$ cat src/rtl/uart_wb_bridge.sv
// UART byte-stream to Wishbone pipelined single-transfer master.
// Assembles 'W'/'R' command frames from RX bytes, runs one bus cycle, reports status and read data over TX.
module uart_wb_bridge #(
   parameter int ADDR_W        = 30,
   parameter int DATA_W        = 32,
   parameter int WB_TIMEOUT    = 1023,
   parameter int FRAME_TIMEOUT = 12000
) (
   input  logic                i_clk,
   input  logic                i_reset,
   input  logic [7:0]          i_rx_data,
   input  logic                i_rx_valid,
   output logic                o_rx_clear,
   output logic [7:0]          o_tx_data,
   output logic                o_tx_stb,
   input  logic                i_tx_busy,
   output logic                o_wb_cyc,
   output logic                o_wb_stb,
   output logic                o_wb_we,
   output logic [ADDR_W-1:0]   o_wb_addr,
   output logic [DATA_W-1:0]   o_wb_data,
   output logic [DATA_W/8-1:0] o_wb_sel,
   input  logic                i_wb_stall,
   input  logic                i_wb_ack,
   input  logic                i_wb_err,
   input  logic [DATA_W-1:0]   i_wb_data,
   output logic                o_busy
);

   localparam int ADDR_BYTES = (ADDR_W + 7) / 8;
   localparam int DATA_BYTES = DATA_W / 8;

   localparam logic [7:0] OP_WRITE = 8'h57;
   localparam logic [7:0] OP_READ  = 8'h52;
   localparam logic [7:0] RSP_UNK  = 8'h3F;
   localparam logic [7:0] RSP_RD   = 8'h72;
   localparam logic [7:0] RSP_WR   = 8'h6B;
   localparam logic [7:0] RSP_ERR  = 8'h65;

   localparam logic [7:0]  ADDR_LAST  = 8'(ADDR_BYTES - 1);
   localparam logic [7:0]  DATA_LAST  = 8'(DATA_BYTES - 1);
   localparam logic [31:0] WB_LAST    = 32'(WB_TIMEOUT - 1);
   localparam logic [31:0] FRAME_LAST = 32'(FRAME_TIMEOUT - 1);

   typedef enum logic [2:0] {
      S_IDLE, S_ADDR, S_DATA, S_BUS_REQ, S_BUS_WAIT, S_RSP_HDR, S_RSP_DATA
   } state_t;

   state_t             state;
   logic [7:0]         byte_cnt;
   logic [31:0]        idle_cnt;
   logic [31:0]        tmo_cnt;
   logic               is_wr;
   logic [7:0]         rsp_code;
   logic [DATA_W-1:0]  rsp_r;
   logic               tx_out;
   logic               tx_seen_busy;
   logic               rx_take;
   logic               tx_ready;

   // A byte already acknowledged by o_rx_clear must not be taken again while RXNE is still falling.
   assign rx_take  = i_rx_valid && !o_rx_clear &&
                     (state == S_IDLE || state == S_ADDR || state == S_DATA);
   assign tx_ready = !i_tx_busy && !tx_out;
   assign o_wb_sel = '1;
   assign o_busy   = (state != S_IDLE);

   always_ff @(posedge i_clk) begin
      o_rx_clear <= 1'b0;
      o_tx_stb   <= 1'b0;
      if (i_reset) begin
         state        <= S_IDLE;
         byte_cnt     <= '0;
         idle_cnt     <= '0;
         tmo_cnt      <= '0;
         is_wr        <= 1'b0;
         rsp_code     <= '0;
         tx_out       <= 1'b0;
         tx_seen_busy <= 1'b0;
         o_tx_data    <= '0;
         o_wb_cyc     <= 1'b0;
         o_wb_stb     <= 1'b0;
         o_wb_we      <= 1'b0;
         o_wb_addr    <= '0;
         o_wb_data    <= '0;
      end else begin
         // Outstanding TX byte retires only after busy has been seen high and then low again.
         if (tx_out) begin
            if (i_tx_busy)
               tx_seen_busy <= 1'b1;
            else if (tx_seen_busy)
               tx_out <= 1'b0;
         end

         case (state)
            S_IDLE: begin
               if (rx_take) begin
                  o_rx_clear <= 1'b1;
                  byte_cnt   <= '0;
                  idle_cnt   <= '0;
                  if (i_rx_data == OP_WRITE || i_rx_data == OP_READ) begin
                     is_wr <= (i_rx_data == OP_WRITE);
                     state <= S_ADDR;
                  end else begin
                     rsp_code <= RSP_UNK;
                     state    <= S_RSP_HDR;
                  end
               end
            end

            S_ADDR: begin
               if (rx_take) begin
                  o_rx_clear <= 1'b1;
                  idle_cnt   <= '0;
                  o_wb_addr  <= ADDR_W'({o_wb_addr, i_rx_data});
                  if (byte_cnt == ADDR_LAST) begin
                     byte_cnt <= '0;
                     if (is_wr) begin
                        state <= S_DATA;
                     end else begin
                        o_wb_cyc <= 1'b1;
                        o_wb_stb <= 1'b1;
                        o_wb_we  <= 1'b0;
                        tmo_cnt  <= '0;
                        state    <= S_BUS_REQ;
                     end
                  end else begin
                     byte_cnt <= byte_cnt + 8'd1;
                  end
               end else if (idle_cnt == FRAME_LAST) begin
                  state <= S_IDLE;
               end else begin
                  idle_cnt <= idle_cnt + 32'd1;
               end
            end

            S_DATA: begin
               if (rx_take) begin
                  o_rx_clear <= 1'b1;
                  idle_cnt   <= '0;
                  o_wb_data  <= DATA_W'({o_wb_data, i_rx_data});
                  if (byte_cnt == DATA_LAST) begin
                     byte_cnt <= '0;
                     o_wb_cyc <= 1'b1;
                     o_wb_stb <= 1'b1;
                     o_wb_we  <= 1'b1;
                     tmo_cnt  <= '0;
                     state    <= S_BUS_REQ;
                  end else begin
                     byte_cnt <= byte_cnt + 8'd1;
                  end
               end else if (idle_cnt == FRAME_LAST) begin
                  state <= S_IDLE;
               end else begin
                  idle_cnt <= idle_cnt + 32'd1;
               end
            end

            // err outranks ack; a response during a stalled request ends the cycle just the same.
            S_BUS_REQ, S_BUS_WAIT: begin
               tmo_cnt <= tmo_cnt + 32'd1;
               if (i_wb_err || i_wb_ack) begin
                  o_wb_cyc <= 1'b0;
                  o_wb_stb <= 1'b0;
                  o_wb_we  <= 1'b0;
                  state    <= S_RSP_HDR;
                  if (i_wb_err) begin
                     rsp_code <= RSP_ERR;
                  end else begin
                     rsp_code <= is_wr ? RSP_WR : RSP_RD;
                     rsp_r    <= i_wb_data;
                  end
               end else if (tmo_cnt == WB_LAST) begin
                  o_wb_cyc <= 1'b0;
                  o_wb_stb <= 1'b0;
                  o_wb_we  <= 1'b0;
                  rsp_code <= RSP_ERR;
                  state    <= S_RSP_HDR;
               end else if (state == S_BUS_REQ && !i_wb_stall) begin
                  o_wb_stb <= 1'b0;
                  state    <= S_BUS_WAIT;
               end
            end

            S_RSP_HDR: begin
               if (tx_ready) begin
                  o_tx_data    <= rsp_code;
                  o_tx_stb     <= 1'b1;
                  tx_out       <= 1'b1;
                  tx_seen_busy <= 1'b0;
                  byte_cnt     <= '0;
                  state        <= (rsp_code == RSP_RD) ? S_RSP_DATA : S_IDLE;
               end
            end

            S_RSP_DATA: begin
               if (tx_ready) begin
                  o_tx_data    <= rsp_r[DATA_W-1 -: 8];
                  o_tx_stb     <= 1'b1;
                  tx_out       <= 1'b1;
                  tx_seen_busy <= 1'b0;
                  rsp_r        <= rsp_r << 8;
                  if (byte_cnt == DATA_LAST)
                     state <= S_IDLE;
                  else
                     byte_cnt <= byte_cnt + 8'd1;
               end
            end

            default: state <= S_IDLE;
         endcase
      end
   end

endmodule

$ cat config.mk
export PLATFORM = sky130hd
export DESIGN_NAME = uart_wb_bridge
export DESIGN_NICKNAME = d
export VERILOG_FILES = /design/src/rtl/uart_wb_bridge.sv
export SDC_FILE = /design/constraint.sdc
export NUM_CORES = 1
export LEC_CHECK = 0
export CORE_MARGIN = 4
export CORE_UTILIZATION = 58
export CTS_BUF_LIST = sky130_fd_sc_hd__clkbuf_8 sky130_fd_sc_hd__clkbuf_16
export DETAILED_ROUTE_END_ITERATION = 16
export GPL_ROUTABILITY_DRIVEN = 1
export MAX_ROUTING_LAYER = met4
export PLACE_DENSITY_LB_ADDON = 0.05
export SYNTH_ARGS = -nofsm -noshare
export SYNTH_HDL_FRONTEND = slang
export SYNTH_SLANG_ARGS = --single-unit
$ cat constraint.sdc
create_clock -name i_clk -period 6.4 [get_ports i_clk]
set_input_delay 1.92 -clock i_clk [delete_from_list [all_inputs] [get_ports i_clk]]
set_output_delay 1.92 -clock i_clk [all_outputs]
set_load 0.005 [all_outputs]
**Word-level counts from Yosys, hierarchy flattened**

Cells that the tools add are included.

- Multiplexer cells: 74
- Equal/unequal tests: 31
- Add/sub/neg operators: 3
- Reductions and logical operators: 38
- Bitwise logic cells: 3

Operator list:

| kind | number |
|---|---|
| $mux 32 | 11 |
| $pmux 32 s2 | 2 |
| $mux 8 | 12 |
| $pmux 32 s3 | 1 |
| $add 32x1->32 const B | 2 |
| $mux 3 | 14 |
| $eq 32x10->1 const B | 1 |
| $eq 32x14->1 const B | 1 |
| $pmux 8 s2 | 2 |
| $pmux 8 s4 | 1 |
| $mux 1 | 25 |
| $eq 8x7->1 const B | 3 |
| $ne 2x2->1 const B | 11 |
| $reduce_and 7->1 | 3 |
| $pmux 3 s6 | 1 |
| $reduce_and 6->1 | 2 |
| $mux 5 | 2 |
| $reduce_or 2->1 | 5 |
| $eq 3x3->1 const B | 3 |
| $pmux 1 s3 | 3 |
| $reduce_and 3->1 | 3 |
| $add 8x1->8 const B | 1 |
| $eq 8x2->1 const B | 1 |
| $reduce_bool 2->1 | 4 |
| 17 further kinds | 35 |

- Register bits after elaboration: 193
- Logic and storage cells: 166
- Output and inout port bits: 80
- Bits of input ports: 47

**Longest topological paths before layout**

Gate-level depths: netlist (run 1).

- Word-level depth: 6
- Gate-level depth with buffers: 9
- Depth with buffers taken out: 8

**Worst setup path before layout (run 1)**

Ideal clock, no wire load.

- Kind: input -> register
- Start point: in i_reset
- End point: reg rsp_r[0], enable pin
- Slack: 1863 ps
- Data required time: 5968 ps
- Setup time: 432 ps
- Arrival: 4105 ps
- Stages: 4
- Path through: clkbuf_1 -> clkbuf_1 -> clkbuf_1 -> a21oi_1

- Longest elaborated chain between the ends: 2

Ends and longest elaborated chain:

| what | RTL line | source |
|---|---|---|
| from (decl) | 10 | `input logic i_reset,` |
| $not 1->1 (no line) | - |  |
| $reduce_and 5->1 (no line) | - |  |
| to (signal assigned) | 171 | `rsp_r <= i_wb_data;` |
| to (signal assigned) | 202 | `rsp_r <= rsp_r << 8;` |
| to (decl) | 55 | `logic [DATA_W-1:0] rsp_r;` |

No other way between the ends.
A chain may end at the register's enable or synchronous reset.

**Worst setup path after layout (run 1)**

- Start point: in i_rx_valid
- End point: reg idle_cnt[27]

- Longest elaborated chain between the ends: 4

Ends and longest elaborated chain:

| what | RTL line | source |
|---|---|---|
| from (decl) | 12 | `input logic i_rx_valid,` |
| $logic_and 1x1->1 (*) (2 in a row) | 62 | `assign rx_take = i_rx_valid && !o_rx_clear &&` |
| $ne 3x3->1 (no line), or another cell as far along | - |  |
| $reduce_and 3->1 (no line) or $pmux 32 s2 (tied branches) | - |  |
| to (signal assigned) | 133 | `idle_cnt <= idle_cnt + 32'd1;` |
| to (signal assigned) | 155 | `idle_cnt <= idle_cnt + 32'd1;` |
| to (decl) | 51 | `logic [31:0] idle_cnt;` |

Every way passes the cells marked *; elsewhere a longest branch is shown, timed or not.

==> results of run 1 <==
## cell families (layout without fill, tap and decap cells)
group,count (synthesis),after routing,share of synthesized area
simple gates,430,430,0.2490
flops,192,192,0.4952
compound gates,148,148,0.1089
buf+inv,64,169,0.03170
xor+xnor,59,59,0.06235
mux,36,36,0.04643
fa+ha+maj,4,4,0.005953
other cells,1,4,0.0004460
## worst max-delay path, delay by kind of cell
| family | cells | cell delay (ns) |
|---|---|---|
| AOI/OAI and AO/OA | 1 | 0.29 |
| buffers and inverters | 1 | 0.52 |
| and+or+nand+nor | 4 | 1.78 |
| xor gates and xnor gates | 1 | 0.18 |
## path summary, 6_finish.rpt
path,startpoint,end,depth (start not counted)
worst max-delay path,i_rx_valid,idle_cnt[27]$_SDFFE_PP0P_,7
worst min-delay path,o_wb_addr[28]$_SDFFE_PP0P_,o_wb_addr[28]$_SDFFE_PP0P_,2
worst max register to register,state[2]$_SDFFE_PP0P_,rsp_r[1]$_SDFFCE_PP0P_,4
worst min register to register,o_wb_addr[28]$_SDFFE_PP0P_,o_wb_addr[28]$_SDFFE_PP0P_,2
## cell usage in the layout (no fill, tap or decap), drive strengths merged, types with 4 or more instances in the layout
cell           count
nand2            165
dfxtp            160
clkdlybuf4s50    121
a21oi             86
nor2              85
xor2              32
edfxtp            32
nand3             31
xnor2             27
mux2              24
nand4             23
nor3              20
and3              20
clkbuf            20
and2              19
o21ai             16
a211oi            14
nor4              13
mux2i             12
nand2b            11
and4               9
inv                9
buf                8
or3                6
nand4b             6
clkinv             5
nor2b              4
nor3b              4
ha                 4
conb               4
clkinvlp           4
or2                4
## metal layers
metal | share of wire | vias to the layer above | wire length, um | track usage
met3 | 0.051 | 30 | 935 | 0.04857
li1 | - | 3435 | - | -
met4 | 0.018 | 0 | 337 | 0.07054
met1 | 0.45 | 3192 | 8326 | 0.3069
met5 | 0 | - | 0 | -
met2 | 0.48 | 181 | 8887 | 0.3625
## final cells by class
type	instances	share of cell area
Timing Repair Buffer	129	0.1232
Inverter	8	0.002909
Clock inverter	12	0.01273
Multi-Input combinational cell	681	0.3896
Tap cell	180	0.02182
Sequential cell	192	0.4034
Clock buffer	20	0.04631
## sequential cells by signal (all words and copies together) (netlist names)
name / flops
o_tx_stb: 1
tx_out: 1
byte_cnt: 8
tx_seen_busy: 1
o_wb_data: 32
idle_cnt: 32
rsp_code: 7
o_wb_stb: 1
o_wb_we: 1
is_wr: 1
o_wb_cyc: 1
o_rx_clear: 1
state: 3
tmo_cnt: 32
o_tx_data: 8
o_wb_addr: 30
rsp_r: 32
## power by group
| part | internal, mW | switching [mW] | leakage, nW | total, mW |
|---|---|---|---|---|
| sequential | 1.31 | 0.0870 | 1.58 | 1.40 |
| combinational | 0.256 | 0.359 | 1.63 | 0.616 |
| clock | 0.620 | 0.451 | 0.290 | 1.07 |
| total | 2.19 | 0.897 | 3.50 | 3.09 |
==> flow_metrics.tcl, run 1 <==
set metrics [dict create \
    dp_slack_ns 1.623 \
    critPathMaxFanout 12 \
    regArea_mm2 0.004164 \
    port_buffers 122 \
    syn2layout_area_growth_pct 22.75 \
    hold_viol 0 \
    synth_area_per_cell_um2 9.002 \
    synth.most_common_cell "nand2_1" \
    cp_slowest_cell "nor4_1" \
    clk_latency_ns 0.43 \
    async_flop_share 0 \
    synth-edff-count 32 \
    num_rows 43 \
    nNetsFinal 1080 \
    htree_levels 4 \
    vias_per_cell 5.596 \
    ys_ff_latch 192 \
    synthTopCellsByArea "dfxtp_1 (38%), edfxtp_1 (11%), nand2_1 (7.4%)" \
    place_inst 1190 \
    core_area_mm2 0.01404 \
    fin_hold_ws_ns 0.4526 \
    synth_top_cell_area_share 0.3810 \
    max_freq_mhz 230.9 \
    drt_iter0_drc 559 \
    crit_path_end_kind "flop" \
    place.gp.congestion 0.8598 \
    layout.cells.non_filler 1222 \
    die_h_um 128.4 \
    maxSlewViolCount 0 \
    arrival_ns 4.69 \
    leakagePower_nw 3.500 \
    drc 0 \
    status "finished clean" \
    dieArea_mm2 0.01649 \
    hold_buffers 0 \
    start_kind "input port" \
    syn_area_mm2 0.008408 \
    worst_pin_slew_ns 1.104 \
    drt_wl_total_um 18490 \
    fin_worst_skew_ns 0.01221 \
    hpwlAfterDp_um 12490 \
    slowest_delay_ns 0.90 \
    postLayoutSetupSlackWorst_ns 2.070 \
    power_mw 3.085 \
    crit_chain "clkdlybuf4s50_1 -> nor2b_1 -> o311ai_0 -> nor4_1 -> nand4_1 -> xor2_1 -> nor2_1" \
    slew_headroom 0.2619 \
    root_buffer "clkbuf_16" \
    start_util 0.5988 \
    yosysTopAreaCell "dfxtp_1" \
    rrSetupSlack_ns 3.51 \
    wl_per_cell_um 15.13 \
    grt_max_degree 63 \
    grt_pass1_vias 6382 \
    powerDensity_mw_per_mm2 298.9 \
    cts_resized 0 \
    seq_area_frac_synth 0.4952 \
    drt_first_pass_iters 5 \
    syn-instance-count 934 \
    ys.flop_type "dfxtp_1" \
    synth_warnings 0 \
    ir_drop_mv 0.2895 \
    post_cts_buffers 0 \
    dieWidth_um 128.4 \
    placed_area_mm2 0.009712 \
    grt_usage 0.2327 \
    yosys-top-cells-count "nand2_1 (165), dfxtp_1 (160), a21oi_1 (86)" \
    vias 6838 \
    pin_count 127 \
    antenna_found_initial 0 \
    ys_types 66 \
    fin_util 0.7350 \
    tns_ns 0 \
    rsz0062_at_grt "no" \
    multiInputGateArea_mm2 0.004021 \
    maxCapViolCount 0 \
    grt_remaining_overflow 0 \
    worst-setup-path-type "in -> reg" \
    hp-class "reg -> reg" \
    diodes 0 \
    drive_above_1_share 0.08061 \
    required_ns 6.76 \
    cts_buffers 17 \
    num-fill-cells 1072 \
    setup_viol 0 \
    cts_tree "yes" \
    clk_pin_slew_ns 0.07 \
    drtAntennaViolNets 0 \
    grt_pass1_wl_um 30610 \
    fin_crit_ns 4.330 \
    numClockSinks 192 \
    stdcell_area_mm2 0.01032 \
    cts_buffer_depth 2 \
    fin_crit_sh 0.6766 \
]
Power figures use the tool's default switching activity.
==> run 2, diff against run 1 <==
CORE_UTILIZATION = 54   (was 58)
clock period = 4.5 ns   (was 6.4 ns; I/O delays follow)
==> flow_metrics.tcl, run 2 (same netlist as run 1, synthesis figures left out) <==
set metrics [dict create \
    regToRegStartpoint "state[2]$_SDFFE_PP0P_" \
    final_common_cell "nand2_1" \
    final_cell_mix "nand2_1 (165), dfxtp_1 (160), clkdlybuf4s50_1 (121), a21oi_1 (85), nor2_1 (84)" \
    wl_per_cell_um 15.09 \
    dieWidth_um 132.8 \
    dieArea_mm2 0.01763 \
    crit_path_start "state[2]$_SDFFE_PP0P_" \
    powerDensity_mw_per_mm2 414.5 \
    critPathMaxFanout 25 \
    required_ns 3.15 \
    placed_area_mm2 0.009769 \
    power_mw 4.277 \
    num-fill-cells 1289 \
    fin_crit_ns 3.491 \
    drt_iter0_drc 481 \
    hold_viol 0 \
    dp_slack_ns 0.7563 \
    leakagePower_nw 3.535 \
    grt_max_degree 54 \
    hold_buffers 0 \
    crit_path_end_kind "primary output" \
    num_rows 45 \
    maxCapViolCount 0 \
    ir_drop_mv 0.3366 \
    place.gp.congestion 0.8565 \
    arrival_ns 2.14 \
    grt_usage 0.2174 \
    grt_pass1_wl_um 31040 \
    cp-endpoint "o_busy" \
    maxSlewViolCount 0 \
    worst_pin_slew_ns 1.129 \
    status "finished clean" \
    port_buffers 122 \
    pin_count 127 \
    grt_remaining_overflow 0 \
    place_inst 1206 \
    vias_per_cell 5.518 \
    slew_headroom 0.2401 \
    clk_latency_ns 0.43 \
    postLayoutSetupSlackWorst_ns 1.009 \
    core_area_mm2 0.01520 \
    numClockSinks 192 \
    root_buffer "clkbuf_16" \
    worst-setup-path-type "reg -> out" \
    syn2layout_area_growth_pct 22.71 \
    hpwlAfterDp_um 12570 \
    hp-class "reg -> reg" \
    post_cts_buffers 0 \
    cts_resized 0 \
    rrSetupSlack_ns 1.79 \
    tns_ns 0 \
    start_kind "flop" \
    fin_worst_skew_ns 0.008765 \
    drc 0 \
    rsz0062_at_grt "no" \
    regArea_mm2 0.004164 \
    drt_wl_total_um 18700 \
    layout.cells.non_filler 1239 \
    r2r.worst_path.cells 5 \
    grt_pass1_vias 6267 \
    cts_buffers 17 \
    htree_levels 4 \
    cts_tree "yes" \
    drive_above_1_share 0.08476 \
    setup_viol 0 \
    cts_buffer_depth 2 \
    vias 6837 \
    multiInputGateArea_mm2 0.004009 \
    die_h_um 132.8 \
    start_util 0.5531 \
    nNetsFinal 1088 \
    drt_first_pass_iters 5 \
    clk_pin_slew_ns 0.06 \
    fin_crit_sh 0.7758 \
    r2r_end "tmo_cnt[22]$_SDFFE_PP0P_" \
    stdcell_area_mm2 0.01032 \
    drtAntennaViolNets 0 \
    antenna_found_initial 1 \
    max_freq_mhz 286.4 \
]
==> run 2: cell count changes in the layout (fill, tap and decap cells not counted), moves of 2 or more <==
cell	change
buf_4	+8
clkinvlp_4	-3
inv_1	+3
bufinv_16	-2
clkbuf_8	+2
==> run 2: stage by stage <==
step / hold slack, ns / util
after floorplan: 0.4515 / -
after global placement: 0.4411 / 0.6426
after detailed placement: 0.4456 / 0.6426
after CTS: 0.4544 / 0.6785
after global routing: 0.4708 / 0.6787
final: 0.4514 / 0.6787
==> run 2: worst min-delay path by stage <==
stage	start	to	cells past startpoint
after global routing	o_wb_addr[22]$_SDFFE_PP0P_	o_wb_addr[22]$_SDFFE_PP0P_	2
after detailed placement	o_wb_addr[26]$_SDFFE_PP0P_	o_wb_addr[26]$_SDFFE_PP0P_	2
final	o_wb_addr[26]$_SDFFE_PP0P_	o_wb_addr[26]$_SDFFE_PP0P_	2
after floorplan	idle_cnt[11]$_SDFFE_PP0P_	idle_cnt[11]$_SDFFE_PP0P_	2
after global placement	o_wb_addr[24]$_SDFFE_PP0P_	o_wb_addr[24]$_SDFFE_PP0P_	2
after CTS	o_wb_addr[26]$_SDFFE_PP0P_	o_wb_addr[26]$_SDFFE_PP0P_	2
==> run 2: where the power goes <==
part | leakage [nW] | total, mW | internal [mW] | switching, mW
Combinational | 1.67 | 0.884 | 0.373 | 0.512
Clock | 0.283 | 1.40 | 0.761 | 0.641
Sequential | 1.58 | 1.99 | 1.86 | 0.126
==> run 2: worst max-delay path: stages (launching register included) <==
cell and delay [ns]:
dfxtp_1 0.86, or3_1 0.30, clkdlybuf4s50_1 0.56
==> run 2: layout make-up <==
class	instances	share of cell area
inverters	8	0.002911
multi-input cells	681	0.3886
diodes	1	0.0002425
well taps	188	0.02280
clock inverters	11	0.006306
repair buffers	137	0.1290
clock buffers	21	0.04657
flip-flops and latches	192	0.4036
==> run 2: per-layer routing <==
metal  share of wire  up-vias  global-route usage
met4           0.016        0             0.06120
met2            0.46      147              0.3242
met3           0.045       25             0.05247
met5               0        -                   -
li1                -     3457                   -
met1            0.48     3208              0.2962
==> patch (flow settings as in run 2) <==
The 7 states of `state_t` get a one-hot encoding in 7 bits.
--- a/src/rtl/uart_wb_bridge.sv
+++ b/src/rtl/uart_wb_bridge.sv
@@ -42,8 +42,8 @@
    localparam logic [31:0] WB_LAST    = 32'(WB_TIMEOUT - 1);
    localparam logic [31:0] FRAME_LAST = 32'(FRAME_TIMEOUT - 1);
 
-   typedef enum logic [2:0] {
-      S_IDLE, S_ADDR, S_DATA, S_BUS_REQ, S_BUS_WAIT, S_RSP_HDR, S_RSP_DATA
+   typedef enum logic [6:0] {
+      S_IDLE = 7'b0000001, S_ADDR = 7'b0000010, S_DATA = 7'b0000100, S_BUS_REQ = 7'b0001000, S_BUS_WAIT = 7'b0010000, S_RSP_HDR = 7'b0100000, S_RSP_DATA = 7'b1000000
    } state_t;
 
    state_t             state;
Formal check against the unedited RTL: no difference found for any inputs over 4 cycles, from zero or initial values and one cycle with i_reset high; so few cycles prove little.
==> patch against run 2 <==
  * Via count is 3.9% higher
  * Synthesized area is 2.9% higher
  * Sequential cell count is 4 higher
  * Setup slack worse by 93 ps
  * Utilization is 0.72 points lower
  * Synthesized cell count is 3.9% higher
  * Critical path type unchanged
  * First-iteration DRC count is 3.5% higher
  * Cell area is 2.6% higher
  * Wire length is 4.5% higher
  * Critical endpoint unchanged
Power is not compared: it rests on default switching activity, and its combinational part moved more than twofold at a synthesized area within 25%.
==> patch: results (changes against run 2) <==
global_route:
  grt_usage_pct: 22.1  # was 21.7%
  grtUsageMet2_pct: 34.1  # was 32.4%
  antenna_found_initial: 0  # was 1
  met1_usage_pct: 29.6  # about the same
  grt_pass1_wl_microns: 32100  # was 31000 microns
  use_met3_pct: 4.88  # was 5.25%
  grt_pass1_vias: 6452  # was 6267
  grt_max_degree: 64  # was 54
critical_path:
  critPathSlowestCell: "dfxtp_1"  # unchanged
  cp_slowest_stage_delay_ps: 710  # was 860 ps
  arrival_ps: 2230  # was 2140 ps
  end_kind: "output port"  # unchanged
  worstPathMaxFanout: 17  # was 25
  regToRegStartpoint: "state[0]"  # was state[2]
  r2r_setup_slack_ps: 1790  # about the same
  critical_path.top_delay_family: "flip-flops"  # unchanged
  worstRegToRegCells: 6  # was 5
  r2r_end: "idle_cnt[16]"  # was tmo_cnt[22]
synth:
  synthTopCellsByArea: "dfxtp_1 38%, edfxtp_1 11%, nand2_1 7.1%"  # was dfxtp_1 38%, edfxtp_1 11%, nand2_1 7.4%
  ys.flop_type: "dfxtp_1"  # unchanged
  synth_compound_area_share_pct: 10.9  # about the same
  synthArstFlopShare_pct: 0  # unchanged
  netlist_top_cells_count: "164 x dfxtp_1, 163 x nand2_1, 97 x nor2_1"  # was 165 x nand2_1, 160 x dfxtp_1, 86 x a21oi_1
  ys_types: 67  # was 66
  synth-xor-area-share_pct: 5.87  # was 6.24%
  ys_warn_count: 0  # unchanged
  synth_edf_count: 32  # unchanged
  ys_seq_area_share_pct: 49.1  # was 49.5%
  synth_fa_ha_area_share_pct: 0.578  # was 0.595%
  synth.area.mux_share_pct: 4.05  # was 4.64%
place:
  hpwlAfterDp_microns: 13100  # was 12600 microns
  io_buffers: 122  # unchanged
  place.gp.congestion: 0.856  # was 0.857
hold_path:
  hold_path.class: "reg -> reg"  # unchanged
  hold_end: "o_wb_addr[26]"  # unchanged
  min-delay-start: "o_wb_addr[26]"  # unchanged
  hold_depth: 2  # unchanged
layout:
  nNetsFinal: 1119  # was 1088
  antenna_cells: 0  # was 1
  fillers: 1362  # was 1289
  drive_above_1_share_pct: 8.14  # was 8.48%
clock_tree:
  cts_inserted_buffers: 17  # unchanged
  path_clk_slew_ps: 70
  ctsResizeCount: 0  # unchanged
  worstSkewPairLatency_ps: 430  # about the same
  postCtsSetupBuffers: 0  # unchanged
  cts_max_path_buffers: 2  # unchanged
  root_buffer: "clkbuf_16"  # unchanged
  cts_max_level: 4  # unchanged
detailed_routing:
  avgRoutedWirePerCell_microns: 15.1  # about the same
  dr.first_iter.drc_count: 498  # was 481
  vias: 7103  # was 6837
  firstDrtPassIters: 5  # unchanged
outcome:
  run_status: "completed"  # unchanged
timing:
  fin_skew_ps: 9.18  # was 8.76 ps
  whs_ps: 453  # was 451 ps
  hold_viol: 0  # unchanged
  tightest_slew_ps: 965  # was 1130 ps
power:
  p_leak_nw: 3.58
  ir_drop_uv: 310
==> patch: cell types whose count changed after synthesis, moves of 7 or more <==
cell / before / now
and2_1: 18 / 11
xnor2_1: 26 / 18
nor2_1: 85 / 97
o21ai_0: 16 / 27
xor2_1: 32 / 40
nand4_1: 23 / 31
==> patch: area by class of cell <==
cell class	count	area, sq um	share of cell area (%)
inverters	14	52.6	0.496
clock buffers	17	425	4.02
well taps	216	270	2.55
flip-flops and latches	196	4240	40.1
multi-input cells	702	4100	38.7
clock inverters	15	170	1.61
repair buffers	137	1330	12.6
==> patch: metrics by stage <==
stage	area, sq um	power, mW	worst slack [ps]	instances
after floorplan	8660	2.20	961	973
after global placement	9990	2.34	877	1265
after detailed placement	9990	2.34	809	1265
after CTS	10600	3.86	923	1297
after global routing	10600	3.99	763	1297
final	10600	3.83	916	1297
==> patch: metal layers <==
layer / routed length, microns / vias up
met1: 8920 / 3345
li1: - / 3594
met2: 9550 / 146
met5: 0 / -
met3: 830 / 18
met4: 231 / 0
==> patch: worst max-delay path by stage <==
stage / cells past startpoint / startpoint / slack, ps / endpoint
after global placement: 7 / i_rx_valid / 880 / rsp_code[4]
after global routing: 3 / state[0] / 760 / o_busy
after detailed placement: 7 / i_rx_valid / 810 / rsp_code[4]
after floorplan: 3 / i_reset / 960 / rsp_r[0]
after CTS: 3 / state[0] / 920 / o_busy
final: 3 / state[0] / 920 / o_busy
==> patch: worst register-to-register path, stage by stage, from the launching register on <==
cell and delay [ps]:
dfxtp_1 710, or3b_2 510, o22ai_1 320, nor4b_4 600, a31oi_1 150, o21ai_0 190, o21ai_0 110
==> patch: logic make-up after synthesis <==
family,count (synthesis)
AO/OA/AOI/OAI,158
XOR/XNOR,58
adder cells (fa/ha/maj),4
buffers and inverters,75
flip-flops,196
multiplexers,32
other,1
AND/OR/NAND/NOR,446
==> patch: report_power, final <==
part           internal (mW)  total, mW  leakage (nW)  switching [mW]
Clock                  0.833       1.52         0.276           0.688
Sequential              1.82       1.88          1.61          0.0602
Combinational          0.183      0.422          1.69           0.239
